[src/rtl/elevator_scheduler_if.sv]
`default_nettype none
// ============================================================================
// Module      : elevator_scheduler_if
// Description : Request/IO-latch side bundle of the elevator scheduler: latched
//               floor requests and door-button levels in, clear pulses and
//               car/motor/door status out.
// Revision    : 1.0 - initial release
// ============================================================================
interface elevator_scheduler_if #(
  parameter int FLOORS = 8
);
  logic [FLOORS-1:0]         floor_req;
  logic                      open_door_sig;
  logic                      close_door_sig;
  logic [FLOORS-1:0]         flag_req;
  logic                      flag_open_door_sig;
  logic                      flag_close_door_sig;
  logic [$clog2(FLOORS)-1:0] cur_floor;
  logic                      dir_up;
  logic                      motor_up;
  logic                      motor_down;
  logic                      door_open;

  // Latch block side: presents requests, consumes the clear pulses.
  modport master (
    output floor_req, open_door_sig, close_door_sig,
    input  flag_req, flag_open_door_sig, flag_close_door_sig,
    input  cur_floor, dir_up, motor_up, motor_down, door_open
  );

  // Scheduler side.
  modport slave (
    input  floor_req, open_door_sig, close_door_sig,
    output flag_req, flag_open_door_sig, flag_close_door_sig,
    output cur_floor, dir_up, motor_up, motor_down, door_open
  );
endinterface
`default_nettype wire

[src/rtl/elevator_scheduler.sv]
`default_nettype none
// ============================================================================
// Module      : elevator_scheduler
// Description : SCAN sequencing controller for one elevator car. Times travel
//               and door dwell, drives motor/door, and returns one-cycle clear
//               pulses for served requests and acknowledged door buttons.
// Revision    : 1.0 - initial release
// ============================================================================
module elevator_scheduler #(
  parameter int FLOORS      = 8,
  parameter int MOVE_CYCLES = 16,
  parameter int DOOR_CYCLES = 32
) (
  input  logic                clk,
  input  logic                reset,
  elevator_scheduler_if.slave bus
);
  localparam int FW   = $clog2(FLOORS);
  localparam int TMAX = (MOVE_CYCLES > DOOR_CYCLES) ? MOVE_CYCLES : DOOR_CYCLES;
  localparam int TW   = $clog2(TMAX + 1);

  localparam logic [TW-1:0] MOVE_LOAD = TW'(MOVE_CYCLES - 1);
  localparam logic [TW-1:0] DOOR_LOAD = TW'(DOOR_CYCLES - 1);
  localparam logic [FW-1:0] TOP_FLOOR = FW'(FLOORS - 1);

  localparam logic [1:0] S_IDLE      = 2'd0;
  localparam logic [1:0] S_MOVING    = 2'd1;
  localparam logic [1:0] S_ARRIVE    = 2'd2;
  localparam logic [1:0] S_DOOR_OPEN = 2'd3;

  logic [1:0]        state, state_nxt;
  logic [TW-1:0]     timer, timer_nxt;
  logic [FW-1:0]     floor, floor_nxt;
  logic              dir, dir_nxt;
  logic [FLOORS-1:0] req_pulse, req_pulse_nxt;
  logic              open_pulse, open_pulse_nxt;
  logic              close_pulse, close_pulse_nxt;
  logic              mot_up, mot_dn, door;

  logic              above, below;
  logic              here_eff, open_eff, close_eff;
  logic              go_up, ahead;
  logic [FLOORS-1:0] onehot;

  // Requests strictly above / below the car position.
  always_comb begin
    above = 1'b0;
    below = 1'b0;
    for (int i = 0; i < FLOORS; i++) begin
      if (i > int'(floor)) above = above | bus.floor_req[i];
      if (i < int'(floor)) below = below | bus.floor_req[i];
    end
  end

  // An input whose ack is on the wire this cycle is still the old latched
  // level; masking it keeps one sampled level from being acked twice.
  assign here_eff  = bus.floor_req[floor] & ~req_pulse[floor];
  assign open_eff  = bus.open_door_sig & ~open_pulse;
  assign close_eff = bus.close_door_sig & ~close_pulse;
  assign go_up     = above & (dir | ~below);
  assign ahead     = dir ? above : below;
  assign onehot    = FLOORS'(1) << floor;

  // Next-state, timer, position and pulse decisions.
  always_comb begin
    state_nxt       = state;
    timer_nxt       = timer;
    floor_nxt       = floor;
    dir_nxt         = dir;
    req_pulse_nxt   = '0;
    open_pulse_nxt  = 1'b0;
    close_pulse_nxt = 1'b0;
    case (state)
      S_IDLE: begin
        close_pulse_nxt = close_eff;
        if (here_eff || open_eff) begin
          state_nxt      = S_DOOR_OPEN;
          timer_nxt      = DOOR_LOAD;
          req_pulse_nxt  = here_eff ? onehot : '0;
          open_pulse_nxt = open_eff;
        end else if (go_up) begin
          dir_nxt   = 1'b1;
          state_nxt = S_MOVING;
          timer_nxt = MOVE_LOAD;
        end else if (below) begin
          dir_nxt   = 1'b0;
          state_nxt = S_MOVING;
          timer_nxt = MOVE_LOAD;
        end
      end
      S_MOVING: begin
        open_pulse_nxt  = open_eff;
        close_pulse_nxt = close_eff;
        if (timer == '0) begin
          state_nxt = S_ARRIVE;
          if (dir) begin
            if (floor != TOP_FLOOR) floor_nxt = floor + 1'b1;
          end else begin
            if (floor != '0) floor_nxt = floor - 1'b1;
          end
        end else begin
          timer_nxt = timer - 1'b1;
        end
      end
      S_ARRIVE: begin
        open_pulse_nxt  = open_eff;
        close_pulse_nxt = close_eff;
        if (here_eff) begin
          state_nxt     = S_DOOR_OPEN;
          timer_nxt     = DOOR_LOAD;
          req_pulse_nxt = onehot;
        end else if (ahead) begin
          state_nxt = S_MOVING;
          timer_nxt = MOVE_LOAD;
        end else begin
          state_nxt = S_IDLE;
        end
      end
      S_DOOR_OPEN: begin
        // open beats a new call here, which beats close, which beats timeout
        if (open_eff) begin
          timer_nxt      = DOOR_LOAD;
          open_pulse_nxt = 1'b1;
        end else if (here_eff) begin
          timer_nxt     = DOOR_LOAD;
          req_pulse_nxt = onehot;
        end else if (close_eff) begin
          close_pulse_nxt = 1'b1;
          state_nxt       = S_IDLE;
        end else if (timer == '0) begin
          state_nxt = S_IDLE;
        end else begin
          timer_nxt = timer - 1'b1;
        end
      end
      default: state_nxt = S_IDLE;
    endcase
  end

  // State register; motor/door outputs registered from the next state.
  always_ff @(posedge clk) begin
    if (reset) begin
      state       <= S_IDLE;
      timer       <= '0;
      floor       <= '0;
      dir         <= 1'b1;
      req_pulse   <= '0;
      open_pulse  <= 1'b0;
      close_pulse <= 1'b0;
      mot_up      <= 1'b0;
      mot_dn      <= 1'b0;
      door        <= 1'b0;
    end else begin
      state       <= state_nxt;
      timer       <= timer_nxt;
      floor       <= floor_nxt;
      dir         <= dir_nxt;
      req_pulse   <= req_pulse_nxt;
      open_pulse  <= open_pulse_nxt;
      close_pulse <= close_pulse_nxt;
      mot_up      <= (state_nxt == S_MOVING) && dir_nxt;
      mot_dn      <= (state_nxt == S_MOVING) && !dir_nxt;
      door        <= (state_nxt == S_DOOR_OPEN);
    end
  end

  assign bus.flag_req            = req_pulse;
  assign bus.flag_open_door_sig  = open_pulse;
  assign bus.flag_close_door_sig = close_pulse;
  assign bus.cur_floor           = floor;
  assign bus.dir_up              = dir;
  assign bus.motor_up            = mot_up;
  assign bus.motor_down          = mot_dn;
  assign bus.door_open           = door;
endmodule
`default_nettype wire

[src/flat_wrapper.sv]
// flat-port wrapper written by rule: the top's interface ports become plain ports
module elevator_scheduler_flat 
#(
  parameter int FLOORS      = 8,
  parameter int MOVE_CYCLES = 16,
  parameter int DOOR_CYCLES = 32
)
  (clk, reset, bus_floor_req, bus_open_door_sig, bus_close_door_sig, bus_flag_req, bus_flag_open_door_sig, bus_flag_close_door_sig, bus_cur_floor, bus_dir_up, bus_motor_up, bus_motor_down, bus_door_open);
  elevator_scheduler_if #(.FLOORS(FLOORS)) bus_i ();
  input  logic clk;
  input  logic reset;
  input wire logic [$bits(bus_i.floor_req)-1:0] bus_floor_req;
  input wire logic [$bits(bus_i.open_door_sig)-1:0] bus_open_door_sig;
  input wire logic [$bits(bus_i.close_door_sig)-1:0] bus_close_door_sig;
  output wire logic [$bits(bus_i.flag_req)-1:0] bus_flag_req;
  output wire logic [$bits(bus_i.flag_open_door_sig)-1:0] bus_flag_open_door_sig;
  output wire logic [$bits(bus_i.flag_close_door_sig)-1:0] bus_flag_close_door_sig;
  output wire logic [$bits(bus_i.cur_floor)-1:0] bus_cur_floor;
  output wire logic [$bits(bus_i.dir_up)-1:0] bus_dir_up;
  output wire logic [$bits(bus_i.motor_up)-1:0] bus_motor_up;
  output wire logic [$bits(bus_i.motor_down)-1:0] bus_motor_down;
  output wire logic [$bits(bus_i.door_open)-1:0] bus_door_open;
  assign bus_i.floor_req = bus_floor_req;
  assign bus_i.open_door_sig = bus_open_door_sig;
  assign bus_i.close_door_sig = bus_close_door_sig;
  assign bus_flag_req = bus_i.flag_req;
  assign bus_flag_open_door_sig = bus_i.flag_open_door_sig;
  assign bus_flag_close_door_sig = bus_i.flag_close_door_sig;
  assign bus_cur_floor = bus_i.cur_floor;
  assign bus_dir_up = bus_i.dir_up;
  assign bus_motor_up = bus_i.motor_up;
  assign bus_motor_down = bus_i.motor_down;
  assign bus_door_open = bus_i.door_open;
  elevator_scheduler #(.FLOORS(FLOORS), .MOVE_CYCLES(MOVE_CYCLES), .DOOR_CYCLES(DOOR_CYCLES)) u_core (.clk(clk), .reset(reset), .bus(bus_i));
endmodule
[config.mk]
export PLATFORM = sky130hd
export DESIGN_NAME = elevator_scheduler_flat
export DESIGN_NICKNAME = d
export VERILOG_FILES = /design/src/rtl/elevator_scheduler_if.sv /design/src/rtl/elevator_scheduler.sv /design/src/flat_wrapper.sv
export SDC_FILE = /design/constraint.sdc
export NUM_CORES = 1
export LEC_CHECK = 0
export CAP_MARGIN = 30
export CORE_MARGIN = 2
export CORE_UTILIZATION = 49
export DETAILED_ROUTE_END_ITERATION = 8
export PLACE_DENSITY = 0.74
export SKIP_LAST_GASP = 1
export SLEW_MARGIN = 10
export SYNTH_ARGS = -nofsm -noshare
export SYNTH_HDL_FRONTEND = slang
export SYNTH_SLANG_ARGS = --single-unit
[constraint.sdc]
create_clock -name clk -period 7.07 [get_ports clk]
set_input_delay 1.0605 -clock clk [delete_from_list [all_inputs] [get_ports clk]]
set_output_delay 1.0605 -clock clk [all_outputs]
set_load 0.1 [all_outputs]
== Word-level counts from Yosys, hierarchy flattened ==
Index checks and enable logic that the tools add are counted.

* Register bits after elaboration: 25
* Bits of input ports: 12
* Output and inout bits: 17
* Word-level logic and storage cells: 130

* Add/subtract/negate cells: 3
* Magnitude comparators: 15
* Equality and inequality tests: 10
* Shifts and indexed selects: 1
* Multiplexer cells: 58
* Bitwise operators: 21
* Reductions and logical operators: 12

{| class="wikitable"
|+ Operator list
! cell !! number
|-
| $mux 6 || 9
|-
| $mux 1 || 27
|-
| $mux 8 || 3
|-
| $pmux 6 s4 || 1
|-
| $pmux 8 s3 || 1
|-
| $mux 2 || 9
|-
| $or 1x1->1 || 13
|-
| $gt 3x3->1 const A || 4
|-
| $lt 3x3->1 const A || 3
|-
| $mux 3 || 3
|-
| $pmux 2 s4 || 1
|-
| $shl 1x3->8 const A || 1
|-
| $bmux 1 s3 || 2
|-
| $eq 2x2->1 const B || 3
|-
| $gt 2x3->1 const A || 2
|-
| $logic_not 6->1 || 1
|-
| $lt 1x3->1 const A || 2
|-
| $lt 2x3->1 const A || 2
|-
| $sub 6x1->6 const B || 1
|-
| $and 1x1->1 || 4
|-
| $eq 2x1->1 const B || 2
|-
| $lt 3x4->1 const B || 1
|-
| $ne 4x1->1 const B || 1
|-
| $ne 4x2->1 const B || 1
|-
| other kinds (19) || 23
|}

== Depth between registers and ports, before layout ==
Gate-level depths: netlist (run 1).

* Depth after elaboration: 22
* Mapped depth: 11
* Depth with buffers taken out: 9

== Least setup slack after synthesis (run 1) ==
OpenSTA, ideal clock, no wires.

* Path kind: reg2reg
* From: reg u_core.floor[0], in the netlist u_core.bus.cur_floor[0]
* To: reg u_core.timer[3]
* Library setup time: 132 ps
* Arrival time: 2,851 ps
* Required time: 6,938 ps
* Slack: 4,088 ps
* Cell stages (with the launch flop): 12
* Path buffers: 2
* Period minus slack after synthesis: 2,982 ps
* Cell sequence: dfxtp_1 > buf_6 > buf_6 > inv_1 > ha_1 > nand2b_1 > a21oi_2 > o22ai_4 > o31ai_4 > a22o_4 > a2111oi_4 > o22ai_1

* Cells in the longest elaborated chain, start to end: 20
* Elaborated cells on any way between the ends: 61
* Classes of those cells: order compare (14); eq/ne (3); mux (25); bitwise (17); reduce/logical (2)

{| class="wikitable"
|+ RTL lines
! element !! line !! RTL
|-
| start, declared || elevator_scheduler.sv:33 || <nowiki>logic [FW-1:0] floor, floor_nxt;</nowiki>
|-
| start signal, assigned || elevator_scheduler.sv:156 || <nowiki>floor <= floor_nxt;</nowiki>
|-
| $lt 1x3->1 || elevator_scheduler.sv:51 || <nowiki>if (i < int'(floor)) below = below | bus.floor_req[i];</nowiki>
|-
| $mux 1 || elevator_scheduler.sv:51 ||
|-
| $or 1x1->1 || elevator_scheduler.sv:51 ||
|-
| $mux 1 || elevator_scheduler.sv:51 ||
|-
| $or 1x1->1 || elevator_scheduler.sv:51 ||
|-
| $mux 1 || elevator_scheduler.sv:51 ||
|-
| $or 1x1->1 || elevator_scheduler.sv:51 ||
|-
| $mux 1 || elevator_scheduler.sv:51 ||
|-
| [4 not listed] || - ||
|-
| $or 1x1->1 || elevator_scheduler.sv:51 ||
|-
| $mux 1 || elevator_scheduler.sv:51 ||
|-
| $not 1->1 || elevator_scheduler.sv:60 || <nowiki>assign go_up = above & (dir | ~below);</nowiki>
|-
| $or 1x1->1 || elevator_scheduler.sv:60 ||
|-
| $and 1x1->1 || elevator_scheduler.sv:60 ||
|-
| $mux 6 || elevator_scheduler.sv:81 || <nowiki>end else if (go_up) begin</nowiki>
|-
| $mux 6 || elevator_scheduler.sv:76 || <nowiki>if (here_eff || open_eff) begin</nowiki>
|-
| $pmux 6 s4 || elevator_scheduler.sv:73 || <nowiki>case (state)</nowiki>
|-
| end signal, assigned || elevator_scheduler.sv:155 || <nowiki>timer <= timer_nxt;</nowiki>
|-
| end, declared || elevator_scheduler.sv:32 || <nowiki>logic [TW-1:0] timer, timer_nxt;</nowiki>
|}

Parallel ways exist; a longest one is shown, timed or not. The select of a mux whose other input is x is not followed.
A chain may end at the register's enable or synchronous reset.

== Final worst setup path (run 1) ==
* From: reg u_core.floor[0], in the netlist u_core.bus.cur_floor[0]
* To: out bus_cur_floor[0]

{| class="wikitable"
|+ RTL lines
! element !! line !! RTL
|-
| end, declared || flat_wrapper.sv:18 || <nowiki>output wire logic [$bits(bus_i.cur_floor)-1:0] bus_cur_floor;</nowiki>
|}

No word-level cell between the ends.

==> results of run 1 <==
[kinds of logic after synthesis]
family	after synthesis	share of synthesized area [%]
AND/OR/NAND/NOR	68	22.0
AO/OA/AOI/OAI	61	31.8
flip-flops	25	27.8
buffers and inverters	21	6.46
adder cells (fa/ha/maj)	9	6.25
multiplexers	8	4.73
XOR/XNOR	2	0.973
[sequential cells by signal, indices dropped and copies added (netlist names)]
name	cells
u_core.bus.motor_down	1
u_core.bus.cur_floor	3
u_core.state	2
u_core.bus.flag_open_door_sig	1
u_core.timer	6
u_core.bus.motor_up	1
u_core.bus.flag_req	8
u_core.bus.door_open	1
u_core.bus.flag_close_door_sig	1
u_core.bus.dir_up	1
[where the power goes]
part           switching [W]  internal, W  total (W)
Clock              0.0000445    0.0000394  0.0000838
Sequential         0.0000149     0.000151   0.000166
Combinational      0.0000783    0.0000459   0.000124
Total               0.000138     0.000236   0.000374
[metal layers]
metal | vias up | global-route usage (%)
met4 | 0 | 6.12
met2 | 22 | 30.7
li1 | 763 | -
met1 | 714 | 27.6
met5 | - | 0
met3 | 4 | 1.91
[worst register-to-register path: cells and delay by family (launching register included)]
family                 cells  cell delay, ps
AOI/OAI and AO/OA          3            1130
DFF                        1             750
and+or+nand+nor            2             380
muxes                      1             360
buffers and inverters      1             180
[per-stage QoR]
| step | power (W) | hold WS (ps) |
|---|---|---|
| 4_1_cts | 0.000377 | 470 |
| 3_3_place_gp | 0.000292 | 454 |
| 5_1_grt | 0.000393 | 500 |
| 6_report | 0.000374 | 471 |
| 2_1_floorplan | 0.000265 | 435 |
| 3_5_place_dp | 0.000293 | 456 |
[Yosys cell counts, types with 2 or more instances]
cell type and n:
a21o_1 3, a21oi_1 10, a21oi_2 3, a221oi_2 2
a22oi_1 3, a22oi_2 2, and2_1 3, and3_1 6
buf_2 3, buf_6 4, clkbuf_1 2, dfxtp_1 25
ha_1 9, inv_1 9, inv_2 2, mux2i_1 7
nand2_1 10, nand2b_1 5, nand3_1 6, nand3b_1 2
nor2_1 18, nor2_2 2, nor2b_1 5, nor3_1 3
nor3b_1 2, o21ai_0 7, o21ai_1 3, o22ai_1 5
o2bb2ai_1 2, xnor2_1 2
[cell type report]
| type | count | share of cell area (%) |
|---|---|---|
| clock buffers | 3 | 1.95 |
| inverters | 11 | 1.95 |
| multi-input cells | 148 | 56.0 |
| flip-flops and latches | 25 | 23.7 |
| well taps | 48 | 2.84 |
| repair buffers | 28 | 13.3 |
| clock inverters | 1 | 0.237 |
[layout by cell type, fill, tap and decap left out, types with 2 or more instances in the layout]
cell	count
nor2_1	18
nor3_1	3
o21ai_0	7
o2bb2ai_1	2
nor2_2	2
and3_1	6
a21oi_1	10
inv_2	2
mux2i_1	7
a221oi_2	2
nor2b_1	5
a21oi_2	3
inv_1	9
a22oi_1	3
dfxtp_1	25
clkdlybuf4s50_1	28
a21o_1	3
nand2_1	10
and2_1	3
nand3_1	6
nand3b_1	2
ha_1	9
xnor2_1	2
nor3b_1	2
a22oi_2	2
o21ai_1	3
o22ai_1	5
nand2b_1	5
clkbuf_8	3
[worst min-delay path by stage]
| stage | from | to | slack [ps] | cells after the start |
|---|---|---|---|---|
| after global placement | u_core.timer[3] | u_core.timer[3] | 450 | 2 |
| after global routing | u_core.timer[3] | u_core.timer[3] | 500 | 2 |
| after CTS | u_core.timer[3] | u_core.timer[3] | 470 | 2 |
| final | u_core.timer[3] | u_core.timer[3] | 470 | 2 |
| after floorplan | u_core.timer[3] | u_core.timer[3] | 440 | 2 |
| after detailed placement | u_core.timer[3] | u_core.timer[3] | 460 | 2 |
==> run metrics, run 1 <==
status completed; worst setup margin around 3700 ps; Pleak around 0.79 nW; largest net degree at the start of global routing 19; Vias 1,503; YS warnings 0; TritonCTS Sinks 25; Synth Flop Type dfxtp_1; clock latency on the worst-skew pair around 260 ps; drt initial violations 97; DP Worst Slack approximately 3500 ps; Filler Cells Inserted 335; worst path bufs/invs 1; RSZ-0062 raised after global routing no; met3 WL between 100 and 150 µm; # setup viols final 0; Initial Util about half; routed wl met2 ~1800 µm; H-tree levels 1; Area after DPL roughly 2100 µm²; fin cells between 200 and 300; setup TNS 0 ps; Placeable Area 3610 µm²; wire length per cell around 15 µm; synthesis-to-finish area growth 17.3%; share of cells above drive strength 1 between 15 and 20%; Placed Cells 260; R2R Setup Slk about 4200 ps; TritonCTS Buffers 3; Tightest Pin Transition slightly below 1000 ps; GRT Total Usage approximately a fifth; critical path startpoint category register; final core occ approximately 59%; FF-to-FF End u_core.bus.motor_down; Die Y 64.6 µm; FF/Latch Area 500 µm²; R2R Path Start u_core.bus.cur_floor[1]; clk_skew 2.53 ps; WP data required approximately 6000 ps; CP startpoint u_core.bus.cur_floor[0]; post-synth cell types 59; initial antenna violation count 0; Hold Path Class register to register; Worst Path Max Fanout 17; number of synthesized register bits 25; Max clock buf depth 2; largest stage delay on the critical path 1260 ps; Setup Crit Path Kind register to output port; std cell rows 22; Top Family by Delay on Critical Path buffers and inverters; Synth top area share 27.8%; highest layer used for signal routing met4; crit path to bus_cur_floor[0]; crit path capture type output port; Root Buffer clkbuf_8; cell count along the critical path 1; Max Cap Viol 0; Slew headroom approximately 34%; post-route cell area between 2000 and 2500 µm²; Slew Limit Fails 0; crit path max-delay cell type clkdlybuf4s50_1; vias in the first global route between 1,000 and 1,500; multi-input logic area 1180 µm²; ranking of synthesized cells by area dfxtp_1 28%, ha_1 6.3%, mux2i_1 3.9%; syn nets between 200 and 250; Seq/Total Area, Yosys 27.8%; Metal-1 WL 1950 µm; Pre-antenna DRT Iters 4; die width approximately 65 µm; Setup Buffers After CTS 0; period utilisation layout 47.9%; post-synth top area cell dfxtp_1; Worst Path Arrival between 2000 and 2500 ps; Post-Route WL 3930 µm; Overflow after GRT 0; Cells after Synth between 150 and 200; Final HPWL DP between 2000 and 3000 µm; Reg clk slew, reported paths around 80 ps; ANT cells 0; Mapped Area 1800 µm²; Antenna Nets Post-Route 0; CTS tree built; Worst VDD drop about 0.082 mV; Post-synth ARST share 0%; Reg2Reg Depth 7; IO buf count 28; Max Clk Rate roughly 300 MHz; DR DRC count 0; io pins 29; CP cell instances clkdlybuf4s50_1; Vias/cell 5.69; EDFF count, synth 0; pwr/cell area roughly 180 nW/µm²; global-route wire length before repair between 6000 and 7000 µm; final hold violations 0; syn_area_per_cell slightly above 9 µm²; Final min period approximately 3400 ps; nets@finish 238; cts hold-fix bufs 0; Die ar. 4180 µm²; PostCTS Resize Cnt 0; Routability Congestion between 0.9 and 1
No activity file was read; power rests on OpenSTA's default activity.
==> run 2, diff against run 1 <==
CORE_UTILIZATION = 48   (was 49)
PLACE_DENSITY = 0.76   (was 0.74)
clock period = 2.7 ns   (was 7.07 ns; I/O delays follow)
==> run 2 against run 1 <==
Design area is 0.18% higher. Clock skew is 1.6 ps higher. Sequential power rose to 2.6 times the previous value. Routed wire length fell by 0.46%. Critical endpoint is now u_core.timer[3]. Largest cell class unchanged.
==> run metrics, run 2 (synthesized netlist as in run 1, its figures left out) <==
status completed; clock latency on the worst-skew pair 270 ps (about the same); DP Worst Slack 137 ps (-3350 ps); Clock Power Share 22.8% (+0.4 points); sw power 0.000362 W (+160%); Die Y 65.2 µm (+0.98%); DR DRC count 0 (unchanged); Placeable Area 3630 µm² (+0.76%); Seq pwr share 43.8% (-0.6 points); Vias/cell 5.60 (-1.7%); Worst VDD drop 0.228 mV (+180%); largest net degree at the start of global routing 19 (unchanged); Setup Buffers After CTS 0 (unchanged); clk_skew 4.13 ps (+1.60 ps); Root Buffer clkbuf_8; synthesis-to-finish area growth 17.5%; Tightest Pin Transition 527 ps (-452 ps); # setup viols final 0 (unchanged); TritonCTS Buffers 3 (unchanged); Reg clk slew, reported paths 90 ps (about the same); wire length per cell 14.5 µm (-2.7%); max reg flops 8 (unchanged); Worst Path Arrival 2550 ps (+230 ps); Max Cap Viol 0 (unchanged); largest stage delay on the critical path 520 ps (-740 ps); Routability Congestion 0.868 (-5.2%); vias in the first global route 1,446 (+2.8%); Slew Limit Fails 0 (unchanged); GRT Total Usage 19.4% (+0.032 points); nets@finish 244 (+2.5%); TritonCTS Sinks 25 (unchanged); worst setup margin 306 ps (-3380 ps); Worst Path Max Fanout 13 (-4); RSZ-0062 raised after global routing no; CTS tree built; Final min period roughly 2400 ps; die width 65.2 µm (+0.98%); IO buf count 28 (unchanged); Pre-antenna DRT Iters 4 (unchanged); std cell rows 22 (unchanged); PostCTS Resize Cnt 0 (unchanged); worst path bufs/invs 1 (unchanged); setup TNS 0 ps (unchanged); critical path startpoint category register; Die ar. 4260 µm² (+2.0%); Top Family by Delay on Critical Path compound AO/OA/AOI/OAI gates; final hold violations 0 (unchanged); met1 usage in global routing 25.9% (-1.7 points); Pleak 0.847 nW (+7.5%); Final HPWL DP 3000 µm (+0.45%); H-tree levels 1 (unchanged); Vias 1,511 (+0.53%); CP cell instances inv_1, ha_1, nand2b_1, a21oi_2, o22ai_4, o31ai_4, a22o_4, a2111oi_4, o22ai_1; Initial Util 49.6% (-0.38 points); drt initial violations 84 (-13%); Post-Route WL 3910 µm (-0.46%); Slew headroom 64.8% (+30 points); WP data required 2850 ps (-3160 ps); cts hold-fix bufs 0 (unchanged); global-route wire length before repair 6570 µm (+2.6%); met2 Use GR 33.4% (+2.7 points); period utilisation layout around nine tenths; final core occ 58.2% (-0.34 points); commonest cells after routing, fill and taps aside 23 x buf_4, 23 x dfxtp_1, 18 x nor2_1, 11 x clkdlybuf4s50_1; ANT cells 0 (unchanged); sw frac 36.8% (-0.077 points); io pins 29 (unchanged); initial antenna violation count 0 (unchanged); crit path capture type register; Overflow after GRT 0 (unchanged); layer with the highest usage met2; grt met3 use 2.05% (+0.15 points); Antenna Nets Post-Route 0 (unchanged); Max clock buf depth 2 (unchanged); crit path max-delay cell type dfxtp_2; Setup Crit Path Kind register to register; combinational group share of total power 33.3% (about the same); Hold Path Class register to register; pwr/cell area 465 nW/µm² (+160%); Max Clk Rate between 400 and 500 MHz; Int Power 0.000623 W (+160%); share of cells above drive strength 1 26.1% (+10 points)
[run 2: worst paths after layout]
path	startpoint	endpoint	slack, ps	cells past startpoint
setup / recovery	u_core.bus.cur_floor[0]	u_core.timer[3]	310	9
hold / removal	u_core.timer[3]	u_core.timer[3]	480	2
setup reg to reg	u_core.bus.cur_floor[0]	u_core.timer[3]	310	9
hold reg to reg	u_core.timer[3]	u_core.timer[3]	480	2
[run 2: per-stage QoR]
| stage | area [µm²] | power, W | cells | hold WS (ps) |
|---|---|---|---|---|
| detailed placement | 2070 | 0.000765 | 266 | 470 |
| finish | 2120 | 0.000984 | 270 | 479 |
| global placement | 2070 | 0.000765 | 266 | 450 |
| global route | 2120 | 0.00103 | 270 | 496 |
| floorplan | 1800 | 0.000695 | 194 | 435 |
| CTS | 2120 | 0.000985 | 270 | 481 |
[run 2: worst register-to-register path, cell delays in order, from the launching register on]
cell,delay [ps]
dfxtp_2,520
inv_1,170
ha_1,290
nand2b_1,110
a21oi_2,70
o22ai_4,250
o31ai_4,110
a22o_4,300
a2111oi_4,330
o22ai_1,130
[run 2: layout make-up]
| cell class | count | area (µm²) |
|---|---|---|
| clock buffer | 4 | 45.0 |
| timing repair buffer | 34 | 283 |
| tap | 48 | 60.1 |
| multi-input combinational | 148 | 1180 |
| inverter | 11 | 41.3 |
| sequential | 25 | 503 |
| fill | 319 | 1520 |
[run 2: layer usage]
metal / routed length (µm) / share of wire (%)
met1: 1790 / 46
met2: 1890 / 48
met3: 195 / 5.0
met4: 38 / 0.97
met5: 0 / 0
[run 2: power by group through the flow]
stage,Sequential (W),Combinational [W],Clock [W]
6_report,0.000431,0.000328,0.000225
5_1_grt,0.000436,0.000352,0.000239
4_1_cts,0.000431,0.000327,0.000227
3_5_place_dp,0.000440,0.000325,0
3_3_place_gp,0.000440,0.000325,0
2_1_floorplan,0.000489,0.000206,0
